==> src/rtl/uart_tx.sv <==
// UART transmitter: start bit, DATA_WIDTH data bits LSB first, optional parity, 1-2 stop bits.
// TX, BUSY and TX_DONE are registered; the next line level is computed from the next state.
module uart_tx #(
  parameter int unsigned DATA_WIDTH   = 8,
  parameter int unsigned CLKS_PER_BIT = 16,
  parameter int unsigned STOP_BITS    = 1
) (
  input  logic                  CLK,
  input  logic                  RST,
  input  logic [DATA_WIDTH-1:0] DATA_IN,
  input  logic                  DATA_VALID,
  input  logic [31:0]           PARITY_TYPE,
  input  logic                  PARITY_IN,
  output logic                  DATA_READY,
  output logic                  TX,
  output logic                  BUSY,
  output logic                  TX_DONE
);

  localparam int unsigned CW = (CLKS_PER_BIT > 1) ? $clog2(CLKS_PER_BIT) : 1;
  localparam int unsigned IW = (DATA_WIDTH > 1) ? $clog2(DATA_WIDTH) : 1;
  localparam logic [CW-1:0] CntLast  = CW'(CLKS_PER_BIT - 1);
  localparam logic [IW-1:0] IdxLast  = IW'(DATA_WIDTH - 1);
  localparam logic [IW-1:0] StopLast = IW'(STOP_BITS - 1);

  typedef enum logic [2:0] {StIdle, StStart, StData, StParity, StStop} state_e;

  state_e                state_q, state_d;
  logic [CW-1:0]         cnt_q, cnt_d;
  logic [IW-1:0]         idx_q, idx_d;
  logic [DATA_WIDTH-1:0] data_q, data_d;
  logic                  par_en_q, par_en_d;
  logic                  par_bit_q, par_bit_d;
  logic                  tx_q, tx_d;
  logic                  busy_q, busy_d;
  logic                  done_q, done_d;
  logic                  bit_end;

  assign DATA_READY = (state_q == StIdle);
  assign TX         = tx_q;
  assign BUSY       = busy_q;
  assign TX_DONE    = done_q;

  always_comb begin
    state_d   = state_q;
    cnt_d     = cnt_q;
    idx_d     = idx_q;
    data_d    = data_q;
    par_en_d  = par_en_q;
    par_bit_d = par_bit_q;
    tx_d      = 1'b1;
    bit_end   = (cnt_q == CntLast);

    if (state_q != StIdle) begin
      cnt_d = bit_end ? '0 : cnt_q + 1'b1;
    end

    unique case (state_q)
      StIdle: begin
        if (DATA_VALID) begin
          state_d   = StStart;
          cnt_d     = '0;
          idx_d     = '0;
          data_d    = DATA_IN;
          par_en_d  = (PARITY_TYPE >= 32'd1) && (PARITY_TYPE <= 32'd4);
          // Mark/space override the upstream parity bit.
          par_bit_d = (PARITY_TYPE == 32'd3) ? 1'b1 :
                      (PARITY_TYPE == 32'd4) ? 1'b0 : PARITY_IN;
        end
      end
      StStart: begin
        if (bit_end) state_d = StData;
      end
      StData: begin
        if (bit_end) begin
          if (idx_q == IdxLast) begin
            idx_d   = '0;
            state_d = par_en_q ? StParity : StStop;
          end else begin
            idx_d = idx_q + 1'b1;
          end
        end
      end
      StParity: begin
        if (bit_end) state_d = StStop;
      end
      StStop: begin
        // idx is reused to count stop bits.
        if (bit_end) begin
          if (idx_q == StopLast) begin
            idx_d   = '0;
            state_d = StIdle;
          end else begin
            idx_d = idx_q + 1'b1;
          end
        end
      end
      default: state_d = StIdle;
    endcase

    unique case (state_d)
      StStart:  tx_d = 1'b0;
      StData:   tx_d = data_q[idx_d];
      StParity: tx_d = par_bit_q;
      default:  tx_d = 1'b1;
    endcase

    busy_d = (state_d != StIdle);
    done_d = (state_q == StStop) && (state_d == StIdle);
  end

  always_ff @(posedge CLK) begin
    if (RST) begin
      state_q   <= StIdle;
      cnt_q     <= '0;
      idx_q     <= '0;
      data_q    <= '0;
      par_en_q  <= 1'b0;
      par_bit_q <= 1'b0;
      tx_q      <= 1'b1;
      busy_q    <= 1'b0;
      done_q    <= 1'b0;
    end else begin
      state_q   <= state_d;
      cnt_q     <= cnt_d;
      idx_q     <= idx_d;
      data_q    <= data_d;
      par_en_q  <= par_en_d;
      par_bit_q <= par_bit_d;
      tx_q      <= tx_d;
      busy_q    <= busy_d;
      done_q    <= done_d;
    end
  end

endmodule
==> config.mk <==
export PLATFORM = sky130hd
export DESIGN_NAME = uart_tx
export DESIGN_NICKNAME = d
export VERILOG_FILES = /design/src/rtl/uart_tx.sv
export SDC_FILE = /design/constraint.sdc
export NUM_CORES = 1
export LEC_CHECK = 0
export ABC_CLOCK_PERIOD_IN_PS = 4300
export CAP_MARGIN = 20
export CORE_MARGIN = 1
export CORE_UTILIZATION = 47
export DETAILED_ROUTE_END_ITERATION = 8
export GPL_ROUTABILITY_DRIVEN = 0
export PLACE_DENSITY = 0.84
export SLEW_MARGIN = 15
export SYNTH_ARGS = -nofsm -noshare
export SYNTH_HDL_FRONTEND = slang
export SYNTH_SLANG_ARGS = --single-unit
==> constraint.sdc <==
create_clock -name CLK -period 4.3 [get_ports CLK]
set_input_delay 1.29 -clock CLK [delete_from_list [all_inputs] [get_ports CLK]]
set_output_delay 1.29 -clock CLK [all_outputs]
set_load 0.005 [all_outputs]
==> results of run 1 <==
synth_stat cells (2+ instances only):
cell type / instances / area share
dfxtp_1: 23 / 0.36
inv_1: 5 / 0.014
and3_1: 3 / 0.014
o21ai_0: 5 / 0.019
a21oi_1: 14 / 0.054
and2b_2: 2 / 0.014
ha_1: 5 / 0.048
o21ai_1: 2 / 0.0077
a31oi_1: 3 / 0.014
nand3_1: 5 / 0.019
nand2_1: 23 / 0.067
and2_1: 2 / 0.0097
nand3b_1: 2 / 0.012
mux2i_1: 3 / 0.023
clkbuf_1: 4 / 0.012
a211o_1: 2 / 0.014
o22ai_1: 2 / 0.0097
a211oi_1: 2 / 0.012
nor3_1: 6 / 0.023
nor4_1: 8 / 0.039
nor2_1: 15 / 0.043
registers in the layout, indices dropped and copies added (netlist names), 3 cells and up:
| register | count |
|---|---|
| state_q | 3 |
| idx_q | 3 |
| data_q | 8 |
| cnt_q | 4 |
logic make-up after synthesis:
logic type / count (synthesis)
muxes: 3
buffers and inverters: 11
xor gates and xnor gates: 1
adders and majority gates: 5
and+or+nand+nor: 81
AOI/OAI and AO/OA: 38
DFF: 23
area by class of cell:
type                            instances  area [sq um]  area share
Clock buffer                            4         26.28     0.01463
Inverter                                5         18.77     0.01045
Multi-Input combinational cell        128         782.0      0.4355
Sequential cell                        23         460.4      0.2564
Tap cell                               30         37.54     0.02091
Timing Repair Buffer                   47         470.5      0.2620
cells in the final DEF, fill, tap and decap left out, drive strengths merged, types with 4 or more instances in the layout:
| master | count |
|---|---|
| a21oi | 14 |
| and3 | 4 |
| clkbuf | 4 |
| clkdlybuf4s50 | 47 |
| dfxtp | 23 |
| ha | 5 |
| inv | 5 |
| nand2 | 24 |
| nand3 | 6 |
| nor2 | 15 |
| nor3 | 6 |
| nor4 | 8 |
| o21ai | 7 |
worst paths after layout:
kind / from / endpoint / slack (ns) / cells after the start
worst min register to register: data_q[4] / data_q[4] / 0.47 / 2
worst max-delay path: state_q[0] / DATA_READY / 1.14 / 3
worst max register to register: idx_q[0] / TX / 1.95 / 8
worst min-delay path: data_q[4] / data_q[4] / 0.47 / 2
power breakdown:
part           leakage [nW]  switching [W]  internal (W)
sequential            0.188     0.00000568      0.000221
combinational         0.474      0.0000277     0.0000484
clock                0.0150      0.0000666     0.0000364
stage by stage:
stage	hold slack, ns	utilization
2_1_floorplan	0.4319	-
3_3_place_gp	0.4437	0.6952
3_5_place_dp	0.4514	0.6952
4_1_cts	0.4691	0.7055
5_1_grt	0.4749	0.7055
6_report	0.4715	0.7055
worst register-to-register path: stages (launching register included):
cell,delay (ns)
dfxtp_1,0.39
ha_1,0.25
ha_1,0.22
nor2b_1,0.13
o21ai_0,0.25
mux2i_1,0.18
or3_2,0.45
a211o_1,0.29
o211ai_2,0.13
metal layers:
layer  global-route usage  wire length (um)  part of all wire
met2               0.4268              1636              0.52
met5                    0                 0                 0
met3              0.04444               169             0.053
met4               0.1282                65             0.021
met1               0.2709              1297              0.41
==> results.sh, run 1 <==
export IMPL_fin_tns_setup_ns=0
export IMPL_drv_slew=0
export IMPL_num_antenna_cells=0
export IMPL_period_minus_slack_ns=3.155
export IMPL_cellLeakagePower_nw=0.6768
export IMPL_synth_cell_types=47
export IMPL_dieHeight_um=54.52
export IMPL_vias=1343
export IMPL_clock_path_buffers=2
export IMPL_grtUsageTotal=0.2413
export IMPL_setup_slack_ns=1.145
export IMPL_crit_arrival_ns=1.87
export IMPL_fin_crit_sh=0.7338
export IMPL_htreeDepth=1
export IMPL_final_cells=237
export IMPL_initialDrtViolationCount=30
export IMPL_routedWlPerCell_um=13.37
export IMPL_synthSimpleGateAreaFrac=0.3340
export IMPL_drc=0
export IMPL_drv_cap=0
export IMPL_syn_avg_cell_area_sq_um=8.002
export IMPL_synthXorXnorAreaFrac=0.006757
export IMPL_grt_max_degree=24
export IMPL_final_nets=257
export IMPL_place_hpwl_mm=2.588
export IMPL_finalHoldViolations=0
export IMPL_worstMarginPinSlew_ns=0.8163
export IMPL_ant_nets=0
export IMPL_syn2layout_area_growth_pct=38.51
export IMPL_synth_seq_area_share=0.3552
export IMPL_clock_sinks=23
export IMPL_cp_max_fo=9
export IMPL_grt_pass1_wl_mm=5.043
export IMPL_final_area_sq_mm=0.001795
export IMPL_synthAdderAreaFrac=0.04826
export IMPL_critPathCaptureType="output pin"
export IMPL_slowest_delay_ns=0.52
export IMPL_overflow=0
export IMPL_cts_tree="built"
export IMPL_grt_pass1_vias=1182
export IMPL_synthMuxAreaShare=0.02317
export IMPL_grt_setup_unrepaired="false"
export IMPL_synthArstFlopShare=0
export IMPL_powerDensity_mw_per_mm2=226.1
export IMPL_ios=48
export IMPL_outcome="finished, final reports clean"
export IMPL_syn_nets=211
export IMPL_cts_resized=0
export IMPL_cts_setup_buffers=0
export IMPL_hold_class="reg2reg"
export IMPL_grt_antenna_before_repair=0
export IMPL_die_x_um=54.52
export IMPL_coreArea_sq_mm=0.002545
export IMPL_clock_latency_ns=0.32
export IMPL_dpl_instance_area_sq_mm=0.001769
export IMPL_start_util=0.5093
export IMPL_row_count=18
export IMPL_critPathSlowestCell="clkdlybuf4s50_1"
export IMPL_port_buffers=47
export IMPL_viasPerCell=5.667
export IMPL_synth_ff_type="dfxtp_1"
export IMPL_path_cells="or3_1 -> inv_1 -> clkdlybuf4s50_1"
export IMPL_placed_cells=233
export IMPL_critPathLaunchType="flip-flop"
export IMPL_required_ns=3.01
export IMPL_die_area_sq_mm=0.002972
export IMPL_fillers=206
export IMPL_drt_first_pass_iters=4
export IMPL_setup_viol=0
export IMPL_slew_headroom=0.4541
export IMPL_total_power_w=0.0004060
export IMPL_vdd_drop_max_mv=0.1626
export IMPL_hold_buffers=0
export IMPL_path_buf_inv=2
export IMPL_synth_compound_area_share=0.1911
export IMPL_synth_area_sq_mm=0.001296
export IMPL_cpLargestDelayFamily="buffers and inverters"
export IMPL_pre_cts_ws_ns=1.099
export IMPL_synthCells=162
export IMPL_synth_top_family_by_area="simple AND/OR/NAND/NOR gates"
export IMPL_root_buffer="clkbuf_4"
export IMPL_synth_edf_count=0
export IMPL_ys_warn_count=0
export IMPL_path_clk_slew_ns=0.12
export IMPL_layout_drive_gt1_share=0.07246
export IMPL_cts_buffers_inserted=3
export IMPL_timing_fmax_ghz=0.3169
export IMPL_fin_skew_ns=0.001629
export IMPL_ys_seq_elements=23
export IMPL_wl_mm=3.169
export IMPL_critPathKind="reg2out"
Note: power is estimated with default switching activity, not from simulation.
==> run 2, diff against run 1 <==
--- a/config.mk
+++ b/config.mk
@@ -5,13 +5,13 @@
 export SDC_FILE = /design/constraint.sdc
 export NUM_CORES = 1
 export LEC_CHECK = 0
-export ABC_CLOCK_PERIOD_IN_PS = 4300
+export ABC_CLOCK_PERIOD_IN_PS = 2900
 export CAP_MARGIN = 20
 export CORE_MARGIN = 1
-export CORE_UTILIZATION = 47
+export CORE_UTILIZATION = 39
 export DETAILED_ROUTE_END_ITERATION = 8
 export GPL_ROUTABILITY_DRIVEN = 0
-export PLACE_DENSITY = 0.84
+export PLACE_DENSITY = 0.75
 export SLEW_MARGIN = 15
 export SYNTH_ARGS = -nofsm -noshare
 export SYNTH_HDL_FRONTEND = slang
==> constraint.sdc (replaced) <==
create_clock -name CLK -period 2.9 [get_ports CLK]
set_input_delay 0.87 -clock CLK [delete_from_list [all_inputs] [get_ports CLK]]
set_output_delay 0.87 -clock CLK [all_outputs]
set_load 0.005 [all_outputs]
==> results.sh, run 2 (synthesis gave the netlist of run 1 again) <==
export IMPL_cts_buffers_inserted=3
export IMPL_critPathSlowestCell="clkdlybuf4s50_1"
export IMPL_grt_antenna_before_repair=0
export IMPL_final_nets=258
export IMPL_slowest_delay_ns=0.51
export IMPL_grt_max_degree=23
export IMPL_drc=0
export IMPL_row_count=20
export IMPL_viasPerCell=5.290
export IMPL_critPathLaunchType="flip-flop"
export IMPL_period_minus_slack_ns=2.703
export IMPL_num_antenna_cells=0
export IMPL_cp_max_fo=9
export IMPL_setup_viol=0
export IMPL_cpLargestDelayFamily="buffers and inverters"
export IMPL_ios=48
export IMPL_finalHoldViolations=0
export IMPL_required_ns=2.03
export IMPL_coreArea_sq_mm=0.003103
export IMPL_syn2layout_area_growth_pct=40.54
export IMPL_worstMarginPinSlew_ns=0.4464
export IMPL_die_x_um=59.65
export IMPL_port_buffers=47
export IMPL_clock_path_buffers=2
export IMPL_final_cell_mix="clkdlybuf4s50_1, dfxtp_1, nand2_1"
export IMPL_fillers=299
export IMPL_drt_first_pass_iters=4
export IMPL_cts_resized=0
export IMPL_grtUsageTotal=0.1880
export IMPL_root_buffer="clkbuf_4"
export IMPL_routedWlPerCell_um=12.11
export IMPL_clock_latency_ns=0.31
export IMPL_layout_drive_gt1_share=0.08173
export IMPL_grt_pass1_vias=1302
export IMPL_hold_class="reg2reg"
export IMPL_cellLeakagePower_nw=0.6843
export IMPL_powerDensity_mw_per_mm2=329.9
export IMPL_initialDrtViolationCount=52
export IMPL_path_buf_inv=2
export IMPL_regMostFlops="data_q"
export IMPL_grt_pass1_wl_mm=5.078
export IMPL_start_util=0.4177
export IMPL_clock_sinks=23
export IMPL_largestRegisters="data_q: 8 flops, cnt_q: 4 flops"
export IMPL_die_area_sq_mm=0.003558
export IMPL_largest_reg_flops=8
export IMPL_cts_setup_buffers=0
export IMPL_fin_skew_ns=0.001878
export IMPL_wl_mm=3.052
export IMPL_fin_tns_setup_ns=0
export IMPL_path_cells="or3_1 -> inv_1 -> clkdlybuf4s50_1"
export IMPL_timing_fmax_ghz=0.3699
export IMPL_hold_buffers=0
export IMPL_setup_slack_ns=0.1965
export IMPL_vias=1333
export IMPL_critPathCaptureType="output pin"
export IMPL_path_clk_slew_ns=0.13
export IMPL_final_common_cell="clkdlybuf4s50_1"
export IMPL_place_hpwl_mm=2.460
export IMPL_outcome="finished, final reports clean"
export IMPL_crit_arrival_ns=1.83
export IMPL_final_util=0.5871
export IMPL_ant_nets=0
export IMPL_drv_slew=0
export IMPL_vdd_drop_max_mv=0.1353
export IMPL_htreeDepth=1
export IMPL_dieHeight_um=59.65
export IMPL_fin_crit_sh=0.9322
export IMPL_drv_cap=0
export IMPL_cts_tree="built"
export IMPL_total_power_w=0.0006010
export IMPL_slew_headroom=0.7010
export IMPL_pre_cts_ws_ns=0.1131
export IMPL_critPathKind="reg2out"
export IMPL_grt_setup_unrepaired="false"
export IMPL_overflow=0
[run 2: cell count changes in the layout (fill, tap and decap cells not counted)]
cell | before | now
clkbuf_1 | 1 | 0
clkinv_2 | 0 | 1
buf_4 | 0 | 1
[run 2: path summary, 6_finish.rpt]
check | start | end | slack [ns] | cells past startpoint
worst max register to register | idx_q[0] | TX | 0.56 | 8
worst min-delay path | data_q[3] | data_q[3] | 0.46 | 2
worst max-delay path | state_q[0] | DATA_READY | 0.20 | 3
worst min register to register | data_q[3] | data_q[3] | 0.46 | 2
[run 2: power by group]
part / internal, W / switching [W]
sequential: 0.000328 / 0.00000802
combinational: 0.0000724 / 0.0000399
clock: 0.0000516 / 0.000101
total: 0.000452 / 0.000149
[run 2: worst reg2reg max path: stages, from the launching register on]
cell	delay, ns
dfxtp_1	0.39
ha_1	0.24
ha_1	0.20
nor2b_1	0.13
o21ai_0	0.27
mux2i_1	0.18
or3_2	0.44
a211o_1	0.29
o211ai_2	0.13
[run 2: area by class of cell]
cell class / count / area (sq um) / area share
multi-input combinational: 128 / 782.0 / 0.4293
clock inverter: 1 / 5.005 / 0.002747
timing repair buffer: 48 / 478.0 / 0.2624
inverter: 5 / 18.77 / 0.01030
tap: 44 / 55.05 / 0.03022
clock buffer: 3 / 22.52 / 0.01236
sequential: 23 / 460.4 / 0.2527
[run 2: per-stage QoR]
step | std cells | hold slack, ns | cell area (sq um)
after floorplan | 162 | 0.4319 | 1296
after global placement | 248 | 0.4436 | 1794
after detailed placement | 248 | 0.4424 | 1794
after CTS | 252 | 0.4605 | 1822
after global routing | 252 | 0.4828 | 1822
final | 252 | 0.4605 | 1822
[run 2: routing by layer]
metal	track usage	routed length [um]
met5	0	0
met4	0.09635	66
met3	0.02597	195
met2	0.3524	1529
met1	0.2024	1260
==> run 3, diff against run 2 <==
--- a/config.mk
+++ b/config.mk
@@ -7,6 +7,7 @@
 export LEC_CHECK = 0
 export ABC_CLOCK_PERIOD_IN_PS = 2900
 export CAP_MARGIN = 20
+export CORE_ASPECT_RATIO = 1.4
 export CORE_MARGIN = 1
 export CORE_UTILIZATION = 39
 export DETAILED_ROUTE_END_ITERATION = 8
==> results.sh, run 3 (synthesis gave the netlist of run 1 again) <==
export IMPL_outcome="finished, final reports clean"
export IMPL_final_cells=247
export IMPL_final_cell_mix="clkdlybuf4s50_1, dfxtp_1, nand2_1"
export IMPL_dieHeight_um=70.22
export IMPL_ff2ff_setup_slack_ns=0.59
export IMPL_cts_resized=0
export IMPL_overflow=0
export IMPL_fillers=300
export IMPL_placed_cells=243
export IMPL_crit_arrival_ns=1.80
export IMPL_die_x_um=50.73
export IMPL_drv_cap=0
export IMPL_cp_max_fo=9
export IMPL_clock_path_buffers=2
export IMPL_num_antenna_cells=0
export IMPL_slew_headroom=0.6676
export IMPL_routedWlPerCell_um=12.93
export IMPL_path_cells="or3_1 -> inv_1 -> clkdlybuf4s50_1"
export IMPL_grt_setup_unrepaired="false"
export IMPL_root_buffer="clkbuf_8"
export IMPL_vdd_drop_max_mv=0.1737
export IMPL_grt_pass1_wl_mm=5.506
export IMPL_port_buffers=47
export IMPL_start_util=0.4111
export IMPL_fin_crit_sh=0.9203
export IMPL_layout_drive_gt1_share=0.08173
export IMPL_syn2layout_area_growth_pct=41.51
export IMPL_cellLeakagePower_nw=0.6921
export IMPL_ant_nets=0
export IMPL_cts_buffers_inserted=3
export IMPL_critPathKind="reg2out"
export IMPL_row_count=24
export IMPL_htreeDepth=1
export IMPL_ios=48
export IMPL_hold_depth=2
export IMPL_grtUsageTotal=0.1975
export IMPL_hold_buffers=0
export IMPL_die_area_sq_mm=0.003562
export IMPL_grt_max_degree=23
export IMPL_grt_antenna_before_repair=0
export IMPL_vias=1342
export IMPL_wl_mm=3.194
export IMPL_cts_tree="built"
export IMPL_period_minus_slack_ns=2.669
export IMPL_hold_class="reg2reg"
export IMPL_clock_latency_ns=0.26
export IMPL_place_hpwl_mm=2.589
export IMPL_seqCellArea_sq_um=460.4
export IMPL_largest_reg_flops=8
export IMPL_reg2regPathDepth=8
export IMPL_critPathCaptureType="output pin"
export IMPL_required_ns=2.03
export IMPL_grt_pass1_vias=1385
export IMPL_cts_setup_buffers=0
export IMPL_critPathLaunchType="flip-flop"
export IMPL_final_nets=258
export IMPL_viasPerCell=5.433
export IMPL_finalHoldViolations=0
export IMPL_multi_input_area_sq_um=782.0
export IMPL_powerDensity_mw_per_mm2=353.0
export IMPL_fin_tns_setup_ns=0
export IMPL_drv_slew=0
export IMPL_timing_fmax_ghz=0.3747
export IMPL_largestRegisters="data_q: 8 flops, cnt_q: 4 flops"
export IMPL_fin_skew_ns=0.007203
export IMPL_worstMarginPinSlew_ns=0.4963
export IMPL_final_common_cell="clkdlybuf4s50_1"
export IMPL_setup_viol=0
export IMPL_critPathSlowestCell="clkdlybuf4s50_1"
export IMPL_regMostFlops="data_q"
export IMPL_hold_slack_ns=0.4643
export IMPL_drc=0
export IMPL_clock_sinks=23
export IMPL_path_clk_slew_ns=0.09
export IMPL_initialDrtViolationCount=46
export IMPL_coreArea_sq_mm=0.003153
export IMPL_slowest_delay_ns=0.52
export IMPL_drt_first_pass_iters=4
[run 3: cell counts in the layout (fill, tap and decap cells not counted)]
No cell type changed its count.
[run 3: final timing paths]
| kind | end | from |
|---|---|---|
| max reg2reg | TX | idx_q[0] |
| min | data_q[3] | data_q[3] |
| max | DATA_READY | state_q[0] |
| min reg2reg | data_q[3] | data_q[3] |
[run 3: final cells by class]
class,instances,share of cell area
multi-input cells,128,0.4263
inverters,5,0.01023
clock buffers,3,0.02251
clock inverters,1,0.002729
repair buffers,48,0.2606
flip-flops and latches,23,0.2510
well taps,39,0.02660
[run 3: per-layer routing]
metal | routed length [um] | GRT usage | part of all wire
met3 | 129 | 0.02614 | 0.040
met5 | 0 | 0 | 0
met2 | 1733 | 0.3659 | 0.54
met1 | 1261 | 0.2081 | 0.39
met4 | 71 | 0.1019 | 0.022
[run 3: worst max-delay path, delay by kind of cell, from the launching register on]
kind | cells | cell delay, ns
DFF | 1 | 0.39
and+or+nand+nor | 1 | 0.48
buffers and inverters | 2 | 0.67
[run 3: where the power goes]
group	switching, W	internal, W	total (W)
sequential	0.00000833	0.000328	0.000336
clock	0.000103	0.0000958	0.000198
combinational	0.0000406	0.0000724	0.000113
total	0.000152	0.000496	0.000647
[run 3: metrics by stage]
| stage | power [W] | instance area [sq um] | setup WS [ns] | utilization |
|---|---|---|---|---|
| 3_5_place_dp | 0.0004568 | 1788 | 0.05508 | 0.5671 |
| 2_1_floorplan | 0.0003815 | 1296 | 0.6579 | - |
| 4_1_cts | 0.0006537 | 1834 | 0.2386 | 0.5817 |
| 5_1_grt | 0.0006784 | 1834 | 0.1682 | 0.5817 |
| 6_report | 0.0006475 | 1834 | 0.2313 | 0.5817 |
| 3_3_place_gp | 0.0004527 | 1788 | 0.1891 | 0.5671 |
